<file path="src/rtl/mmio_bus_decoder.sv">
// Memory-mapped bus controller: decodes CPU accesses into program/data RAM or NUM_IO handshaked I/O windows.
// Define MMIO_PROG_WRITE_EN to let writes reach program space (self-load) instead of raising a write-protect fault.

module mmio_bus_decoder #(
  parameter int unsigned       ADDR_W      = 16,
  parameter int unsigned       DATA_W      = 16,
  parameter logic [ADDR_W-1:0] PROG_TOP    = 16'h9FFF,
  parameter logic [ADDR_W-1:0] IO_BASE     = 16'hC000,
  parameter int unsigned       NUM_IO      = 4,
  parameter int unsigned       IO_SPAN_LG2 = 4,
  parameter int unsigned       TIMEOUT     = 15
) (
  input  logic                     clk,
  input  logic                     rst,
  input  logic                     cpu_req,
  input  logic                     cpu_we,
  input  logic [ADDR_W-1:0]        cpu_adr,
  input  logic [DATA_W-1:0]        cpu_wdata,
  output logic [DATA_W-1:0]        cpu_rdata,
  output logic                     cpu_ready,
  output logic                     mem_en,
  output logic                     mem_we,
  output logic [ADDR_W-1:0]        mem_adr,
  output logic [DATA_W-1:0]        mem_wdata,
  input  logic [DATA_W-1:0]        mem_rdata,
  output logic [NUM_IO-1:0]        io_sel,
  output logic                     io_we,
  output logic [IO_SPAN_LG2-1:0]   io_adr,
  output logic [DATA_W-1:0]        io_wdata,
  input  logic [NUM_IO*DATA_W-1:0] io_rdata,
  input  logic [NUM_IO-1:0]        io_ack,
  input  logic                     fault_clr,
  output logic                     fault,
  output logic [1:0]               fault_code,
  output logic [ADDR_W-1:0]        fault_adr
);

  // state  | meaning
  // IDLE   | waiting for cpu_req; decode and latch the request
  // MEM    | one-cycle RAM access (mem_en, mem_we)
  // MEM_RD | registered RAM read data arrives; capture it
  // IO     | hold io_sel/io_we until the window acks or the timer expires
  // RESP   | one-cycle cpu_ready pulse

  localparam int unsigned IDX_W = (NUM_IO > 1) ? $clog2(NUM_IO) : 1;

  typedef enum logic [2:0] {S_IDLE, S_MEM, S_MEM_RD, S_IO, S_RESP} state_t;

  state_t                 state;
  logic [ADDR_W-1:0]      adr_q;
  logic                   we_q;
  logic [DATA_W-1:0]      wdata_q;
  logic [IDX_W-1:0]       io_idx;
  logic [IO_SPAN_LG2-1:0] io_off;
  logic [7:0]             tmo_cnt;

  logic [ADDR_W-1:0]      io_rel;
  logic [ADDR_W-1:0]      io_win;
  logic                   is_prog;
  logic                   is_mem;
  logic                   is_io;
  logic                   wrprot;
  logic                   io_hit;
  logic                   tmo_hit;
  logic                   flt_set;
  logic [1:0]             flt_code;
  logic [ADDR_W-1:0]      flt_adr;

  assign io_rel  = cpu_adr - IO_BASE;
  assign io_win  = io_rel >> IO_SPAN_LG2;
  assign is_prog = (cpu_adr <= PROG_TOP);
  assign is_mem  = is_prog || (cpu_adr < IO_BASE);
  assign is_io   = (cpu_adr >= IO_BASE) && (io_win < ADDR_W'(NUM_IO));

`ifdef MMIO_PROG_WRITE_EN
  assign wrprot = 1'b0;
`else
  assign wrprot = is_prog && cpu_we;
`endif

  assign io_hit  = io_ack[io_idx];
  // Down-counter loaded on entry to IO; the last waiting cycle is the one at count 1.
  assign tmo_hit = (state == S_IO) && !io_hit && (tmo_cnt <= 8'd1);

  assign mem_en    = (state == S_MEM);
  assign mem_we    = mem_en && we_q;
  assign mem_adr   = adr_q;
  assign mem_wdata = wdata_q;
  assign io_we     = (state == S_IO) && we_q;
  assign io_adr    = io_off;
  assign io_wdata  = wdata_q;

  always_comb begin
    io_sel = '0;
    if (state == S_IO) io_sel[io_idx] = 1'b1;
  end

  always_comb begin
    flt_set  = 1'b0;
    flt_code = 2'b00;
    flt_adr  = cpu_adr;
    if (state == S_IDLE && cpu_req) begin
      if (wrprot) begin
        flt_set  = 1'b1;
        flt_code = 2'b01;
      end else if (!is_mem && !is_io) begin
        flt_set  = 1'b1;
        flt_code = 2'b10;
      end
    end
    if (tmo_hit) begin
      flt_set  = 1'b1;
      flt_code = 2'b11;
      flt_adr  = adr_q;
    end
  end

  always_ff @(posedge clk) begin
    if (rst) begin
      state      <= S_IDLE;
      adr_q      <= '0;
      we_q       <= 1'b0;
      wdata_q    <= '0;
      io_idx     <= '0;
      io_off     <= '0;
      tmo_cnt    <= '0;
      cpu_rdata  <= '0;
      cpu_ready  <= 1'b0;
      fault      <= 1'b0;
      fault_code <= 2'b00;
      fault_adr  <= '0;
    end else begin
      cpu_ready <= 1'b0;

      // A fault arriving with fault_clr is recorded rather than lost.
      if (flt_set && (!fault || fault_clr)) begin
        fault      <= 1'b1;
        fault_code <= flt_code;
        fault_adr  <= flt_adr;
      end else if (fault_clr) begin
        fault      <= 1'b0;
        fault_code <= 2'b00;
        fault_adr  <= '0;
      end

      case (state)
        S_IDLE: begin
          if (cpu_req) begin
            adr_q   <= cpu_adr;
            we_q    <= cpu_we;
            wdata_q <= cpu_wdata;
            io_idx  <= io_win[IDX_W-1:0];
            io_off  <= io_rel[IO_SPAN_LG2-1:0];
            if (wrprot || (!is_mem && !is_io)) begin
              cpu_rdata <= '0;
              cpu_ready <= 1'b1;
              state     <= S_RESP;
            end else if (is_mem) begin
              state <= S_MEM;
            end else begin
              tmo_cnt <= 8'(TIMEOUT);
              state   <= S_IO;
            end
          end
        end
        S_MEM: begin
          if (we_q) begin
            cpu_ready <= 1'b1;
            state     <= S_RESP;
          end else begin
            state <= S_MEM_RD;
          end
        end
        S_MEM_RD: begin
          cpu_rdata <= mem_rdata;
          cpu_ready <= 1'b1;
          state     <= S_RESP;
        end
        S_IO: begin
          if (io_hit) begin
            if (!we_q) cpu_rdata <= io_rdata[DATA_W*int'(io_idx) +: DATA_W];
            tmo_cnt   <= '0;
            cpu_ready <= 1'b1;
            state     <= S_RESP;
          end else if (tmo_hit) begin
            cpu_rdata <= '0;
            tmo_cnt   <= '0;
            cpu_ready <= 1'b1;
            state     <= S_RESP;
          end else begin
            tmo_cnt <= tmo_cnt - 8'd1;
          end
        end
        S_RESP:  state <= S_IDLE;
        default: state <= S_IDLE;
      endcase
    end
  end

endmodule

</file>
<file path="config.mk">
export PLATFORM = sky130hd
export DESIGN_NAME = mmio_bus_decoder
export DESIGN_NICKNAME = d
export VERILOG_FILES = /design/src/rtl/mmio_bus_decoder.sv
export SDC_FILE = /design/constraint.sdc
export NUM_CORES = 1
export LEC_CHECK = 0
export CORE_MARGIN = 3
export CORE_UTILIZATION = 40
export CTS_CLUSTER_DIAMETER = 100
export DETAILED_ROUTE_END_ITERATION = 8
export PLACE_DENSITY = 0.8
export SYNTH_ARGS = -nofsm -noshare
export SYNTH_HDL_FRONTEND = slang
export SYNTH_SLANG_ARGS = --single-unit
</file>
<file path="constraint.sdc">
create_clock -name clk -period 3.35 [get_ports clk]
set_clock_uncertainty 0.15 [all_clocks]
set_input_delay 0.5025 -clock clk [delete_from_list [all_inputs] [get_ports clk]]
set_output_delay 0.5025 -clock clk [all_outputs]
set_load 0.03 [all_outputs]
</file>
# After elaboration in Yosys (flattened, before gate mapping)
# Index checks and enable logic that the tools add are counted.
# totals
register_bits	86
input_bits	121
word_cells	101
# op_classes
add_sub_neg	2
order_cmp	7
eq_ne	9
shift	1
mux	45
n_reduce_logical	25
# op_table
cell	n
16-bit 2-to-1 mux	8
64-bit by 7-bit indexed part select with 16-bit output	1
16-bit one-hot mux with 3 select lines	1
8-bit 2-to-1 mux	5
16-bit greater-or-equal comparator (second input constant)	1
16-bit less-or-equal comparator (second input constant)	1
16-bit less-than comparator (second input constant)	1
8-bit one-hot mux with 2 select lines	1
16-bit subtractor (second input constant)	1
3-bit 2-to-1 mux	5
2-bit 2-to-1 mux	7
1-bit 2-to-1 mux	13
12-bit by 3-bit less-than comparator with 1-bit output (second input constant)	1
3-bit one-hot mux with 4 select lines	1
1-bit logical AND	10
8-bit by 1-bit less-or-equal comparator with 1-bit output (second input constant)	1
8-bit by 1-bit subtractor with 8-bit output (second input constant)	1
3-bit by 2-bit == test with 1-bit output (second input constant)	2
2-bit != test (second input constant)	3
3-bit != test (second input constant)	2
5-bit AND reduction	1
1-bit logical NOT	4
4-bit 2-to-1 mux	1
1-bit one-hot mux with 4 select lines	1
other kinds (12)	16

# Logic depth before layout (Yosys ltp)
# Gate-level depths: netlist of the first run.
# logic_depth
word_depth	11
depth_mapped	10
mapped_depth_nobuf	7

# Worst setup path after synthesis of the first run
# No wires, ideal clock.
# synth_timing
path_kind	register -> output
start	register, netlist name mem_adr[5]
end	output io_sel[2]
t_arrival_ns	1.779
required_time_ns	2.697
path_slack_ns	0.919
stages_incl_launch_ff	4
path_buffers	2
cell_sequence	dfxtp_1 > buf_2 > clkbuf_1 > nor3b_1
# synth_rtl
element	line	rtl
end, declared	26	output logic [NUM_IO-1:0] io_sel,

# Worst setup path after layout of the first run
# layout_timing
start	register state[0]
end	output io_sel[3]
# layout_via
elab_chain_len	2
# layout_lines
element	line	rtl
start, declared	49	state_t state;
start signal, assigned	120	state <= S_IDLE;
start signal, assigned	157	state <= S_RESP;
start signal, assigned	159	state <= S_MEM;
3-bit by 2-bit == test with 1-bit output	95	if (state == S_IO) io_sel[io_idx] = 1'b1;
4-bit 2-to-1 mux	95	
# Every way passes these cells.

==> results.md, run 1 <==
* Status: completed
* Number of fill cells at 828
* Minimum clock period after layout at 3.05 ns
* Global-route wire length before repair at 21300 µm
* Initial Utilization at 41.2%
* Endpoints failing hold at 0
* GRT Residual Overflow at 0
* Slowest cell on the critical path: clkdlybuf4s50_1
* H-tree depth at 3
* Core ar. at 10300 µm²
* Area contributors post-synth: dfxtp_1 38%, mux4_2 8.5%, nand2_1 6.6%, a21oi_1 5.1%, mux2i_1 4.5%
* Die W at 109 µm
* # port buffers at 215
* Sequential fraction of the synthesis area at 37.6%
* Vias at 4223
* Crit end category: primary output
* Leakage at 2.23 nW
* Maximum VDD drop at 242 µV
* Synth cell types at 53
* CTS tree: done
* FMAX at 328 MHz
* Setup_tns at 0 ns
* Commonest non-fill, non-tap cell in the layout: clkdlybuf4s50_1
* P per Cell Area at 423 nW/µm²
* Share of layout cells above drive strength 1 at 13.4%
* CP Capture Point: io_sel[3]
* RSZ-0062 raised after global routing: no
* Total GRT Usage at 22.4%
* Die Y at 109 µm
* R2R setup slack at 0.71 ns
* Mapped Cells at 445
* Main flop type after synthesis: dfxtp_1
* Worst path top cell family by delay: simple AND/OR/NAND/NOR gates
* Bufs and invs on worst path at 1
* Clock Tree Root: clkbuf_8
* Post-Syn Nets at 568
* # IOs at 216
* Mapped cell area at 4250 µm²
* FFs w/ async S/R, synth at 0%
* Critical Path Stages at 3
* Worst reg2reg path endpoint: cpu_rdata[14]
* Finished Layout Cells at 769
* Final nets at 751
* Max Cap Viol at 0
* First-pass iteration count of the detailed router at 4
* Worst stage delay on the critical path at 0.66 ns
* Crit path cell chain: and3b_1, and3_1, clkdlybuf4s50_1
* Crit path from: state[0]
* CTS Hold Buffers Added at 0
* Yosys top cell area share at 37.6%
* Post-CTS setup buffer count at 0
* Worst Path Required at 2.70 ns
* # clock sinks at 80
* Worst Hold Path Cells at 2
* Number of global-route vias before repair at 4197
* Reg-to-Reg Start: tmo_cnt[0]
* Placed Cells at 753
* Avg WL per Cell at 18.0 µm
* Post-synthesis area per instance at 9.56 µm²
* Crit path DAT at 2.40 ns
* Syn. warnings at 0
* RD Place Congestion at 0.830
* Worst slew pin tran at 0.812 ns
* DRT antenna net count at 0
* Cell accounting for the most synthesized area: dfxtp_1
* Clk buf depth at 2
* Largest net degree at the start of global routing at 36
* Via/cell ratio at 5.49
* Slew headroom at 45.9%
* Post-synth EDFFs at 0
* Full die area at 11900 µm²
* Setup-failing EPs final at 0
* Clock-pin slew on the worst setup and hold paths at 0.08 ns
* Residual DRC count at 0
* Clk_lat worst skew at 0.35 ns
* Reg area at 1600 µm²
* Post-DP HPWL at 10300 µm
* Initial antenna violation count at 0
* Slew Viols, Final at 0
* Final WL at 13900 µm
* Final period util at 91.1%
* Combined area of the multi-input logic cells at 2310 µm²
* Worst setup SP type: register
* CP max FO at 14
* Crit path kind: register to primary output
* Rows at 37
* Commonest cells after routing, fill and taps aside: 214 x clkdlybuf4s50_1, 80 x dfxtp_1, 75 x nand2_1
* DR iter-0 viols at 192
* Reg2Reg Depth at 7
* CTS buffer count at 9
* CTS resizes at 0
* Worst hold path class: register to register
* Syn-to-layout area delta at 54.5%
* Seq cells post-synth at 80
* Antenna Cells at 0
* Hold Crit Start: io_wdata[5]
==> area by class of cell <==
type | instances | share of cell area, %
Sequential cell | 80 | 24.4
Timing Repair Buffer | 233 | 34.7
Clock inverter | 5 | 0.837
Clock buffer | 11 | 2.30
Tap cell | 136 | 2.59
Inverter | 2 | 0.114
Multi-Input combinational cell | 302 | 35.1
==> worst min-delay path: cells and delay by family (launching register included) <==
family / cells / cell delay [ns]
AOI/OAI and AO/OA: 1 / 0.05
DFF: 1 / 0.32
and+or+nand+nor: 1 / 0.06
==> power breakdown <==
| part | internal, mW | leakage [nW] | switching, mW |
|---|---|---|---|
| sequential | 1.03 | 0.654 | 0.0713 |
| combinational | 0.446 | 1.47 | 0.504 |
| clock | 0.382 | 0.101 | 0.345 |
| total | 1.86 | 2.23 | 0.921 |
==> how the worst min path moves through the flow <==
stage | to | slack, ns
floorplan | tmo_cnt[6] | 0.33
global placement | fault_adr[4] | 0.30
detailed placement | fault_adr[7] | 0.30
CTS | io_wdata[3] | 0.33
global route | fault_adr[11] | 0.34
finish | io_wdata[5] | 0.33
==> synth_stat cells, drive strengths merged, types with 16 or more instances <==
master   instances
a32oi           16
clkbuf          27
mux4            16
a21oi           43
nand2           75
o2bb2ai         16
a31oi           17
mux2i           19
buf             34
a211oi          21
dfxtp           80
==> cells by family after synthesis <==
group | synth area share (%)
compound gates | 25.6
simple gates | 14.8
mux | 12.9
fa+ha+maj | 0.588
buf+inv | 8.47
flops | 37.6
==> state kept, by name, summed over array words and instances, names as in the netlist <==
| register | count |
|---|---|
| io_wdata | 16 |
| fault_code | 2 |
| fault_adr | 16 |
| fault | 1 |
| mem_adr | 16 |
| state | 3 |
| cpu_rdata | 16 |
| tmo_cnt | 8 |
| we_q | 1 |
| cpu_ready | 1 |
==> per-stage QoR <==
stage | hold WS (ns) | area [µm²] | total power, mW | setup slack, ns | util (%)
floorplan | 0.326 | 4250 | 1.67 | 0.919 | -
global placement | 0.295 | 6370 | 2.05 | 0.497 | 61.7
detailed placement | 0.301 | 6370 | 2.07 | 0.420 | 61.7
CTS | 0.328 | 6570 | 2.80 | 0.316 | 63.7
global route | 0.340 | 6570 | 2.91 | 0.171 | 63.7
finish | 0.326 | 6570 | 2.78 | 0.299 | 63.7
==> routing by layer <==
| metal | GRT usage (%) | up-vias | routed length, µm |
|---|---|---|---|
| li1 | - | 2015 | - |
| met1 | 25.9 | 2037 | 5380 |
| met2 | 40.8 | 160 | 7090 |
| met3 | 6.63 | 11 | 1290 |
| met4 | 4.69 | 0 | 101 |
| met5 | 0 | - | 0 |
Note: power is estimated with default switching activity, not from simulation.
==> run 2, diff against run 1 <==
CORE_UTILIZATION = 36   (was 40)
PLACE_DENSITY = 0.73   (was 0.8)
==> run 2 against run 1 <==
Via count is 0.76% higher. Wire length up 0.91%. Global-route usage is 1.6 points lower. First-iteration DRC count is 67% higher. Maximum frequency rose by 4.0%. Power is 7.5% higher. Core utilization shrank 5.4 points. Die area increased by 10%. Critical path type unchanged.
==> results.md, run 2 (synthesis gave the netlist of run 1 again) <==
* Worst slew pin tran at 0.769 ns
* Post-DP HPWL at 10600 µm
* Avg WL per Cell at 18.0 µm
* Combined area of the multi-input logic cells at 2310 µm²
* DRT antenna net count at 0
* Worst setup SP type: register
* Crit end category: primary output
* Reg-to-Reg Start: tmo_cnt[0]
* FMAX at 341 MHz
* Reg area at 1600 µm²
* CP max FO at 16
* Endpoints failing hold at 0
* Critical Path Stages at 5
* Worst stage delay on the critical path at 0.69 ns
* Share of layout cells above drive strength 1 at 13.7%
* Total GRT Usage at 20.8%
* RD Place Congestion at 0.868
* Final nets at 753
* Die W at 115 µm
* DR iter-0 viols at 320
* Worst reg2reg path endpoint: cpu_rdata[14]
* Max Cap Viol at 0
* WHS at 0.323 ns
* Crit path kind: register to primary output
* Bufs and invs on worst path at 2
* Final WL at 14000 µm
* Core ar. at 11500 µm²
* Worst setup margin at 0.417 ns
* RSZ-0062 raised after global routing: no
* Final period util at 87.5%
* # IOs at 216
* Number of fill cells at 990
* Worst hold path class: register to register
* Worst Path Required at 2.70 ns
* Slew Viols, Final at 0
* P per Cell Area at 448 nW/µm²
* Crit path DAT at 2.28 ns
* Number of global-route vias before repair at 4338
* Initial Utilization at 37.1%
* Status: completed
* Syn-to-layout area delta at 57.0%
* Clock Tree Root: clkbuf_16
* Maximum VDD drop at 257 µV
* Global-route wire length before repair at 22300 µm
* Clk buf depth at 2
* Setup_tns at 0 ns
* GRT Residual Overflow at 0
* Post-DP Area at 6390 µm²
* H-tree depth at 3
* Crit path from: state[0]
* Placed Cells at 762
* R2R setup slack at 0.73 ns
* Minimum clock period after layout at 2.93 ns
* Commonest non-fill, non-tap cell in the layout: clkdlybuf4s50_1
* Residual DRC count at 0
* Slew headroom at 48.7%
* Pre-CTS WS at 0.458 ns
* # clock sinks at 80
* Finished Layout Cells at 778
* Worst path top cell family by delay: buffers and inverters
* Die Y at 115 µm
* CTS resizes at 0
* Post-CTS setup buffer count at 0
* # port buffers at 215
* First-pass iteration count of the detailed router at 4
* Via/cell ratio at 5.47
* Largest net degree at the start of global routing at 36
* Leakage at 2.27 nW
* Setup-failing EPs final at 0
* Reg2Reg Depth at 7
* Crit path cell chain: and3b_1, buf_4, nand2_1, nor2_1, clkdlybuf4s50_1
* Slowest cell on the critical path: clkdlybuf4s50_1
* Clock-pin slew on the worst setup and hold paths at 0.07 ns
* Rows at 39
* CTS buffer count at 9
* Commonest cells after routing, fill and taps aside: 214 x clkdlybuf4s50_1, 80 x dfxtp_1, 75 x nand2_1
* Clk_lat worst skew at 0.33 ns
* Design area at 6680 µm²
* CTS Hold Buffers Added at 0
* Initial antenna violation count at 0
* Full die area at 13200 µm²
* Antenna Cells at 0
* Vias at 4255
* CP Capture Point: io_sel[1]
* CTS tree: done
## run 2: area by class of cell
type | instances | share of cell area, %
multi-input combinational | 302 | 34.5
sequential | 80 | 24.0
inverter | 2 | 0.112
clock inverter | 7 | 0.918
tap | 143 | 2.68
timing repair buffer | 235 | 34.4
clock buffer | 9 | 3.37
## run 2: worst register-to-register path, stage by stage, from the launching register on
cell and delay [ns]:
dfxtp_1 0.41, inv_1 0.09, ha_1 0.28, or2_0 0.26, and4_1 0.27, or3_1 0.34, and3_1 0.41, a211oi_1 0.32
## run 2: metrics by stage
step	util, %	total power, mW
2_1_floorplan	-	1.67
3_3_place_gp	55.7	2.06
3_5_place_dp	55.7	2.08
4_1_cts	58.2	3.02
5_1_grt	58.2	3.13
6_report	58.2	2.99
## run 2: routing by layer
layer	vias up	global-route usage [%]	share of wire, %
met5	-	0	0
met4	0	5.71	1.4
met3	18	6.13	9.2
met2	178	36.0	51
met1	2035	25.2	39
li1	2024	-	-
## run 2: worst min-delay path by stage
stage                 startpoint      endpoint  cells past startpoint
floorplan             tmo_cnt[6]    tmo_cnt[6]                      1
detailed placement  fault_adr[9]  fault_adr[9]                      1
global route         io_wdata[2]   io_wdata[2]                      2
finish              fault_adr[9]  fault_adr[9]                      1
global placement    fault_adr[9]  fault_adr[9]                      1
CTS                  io_wdata[9]   io_wdata[9]                      2
## run 2: report_power, final
part | leakage, nW | internal [mW] | switching (mW)
clock network | 0.135 | 0.516 | 0.419
registers | 0.654 | 1.03 | 0.0747
logic | 1.48 | 0.447 | 0.498
total | 2.27 | 2.00 | 0.992
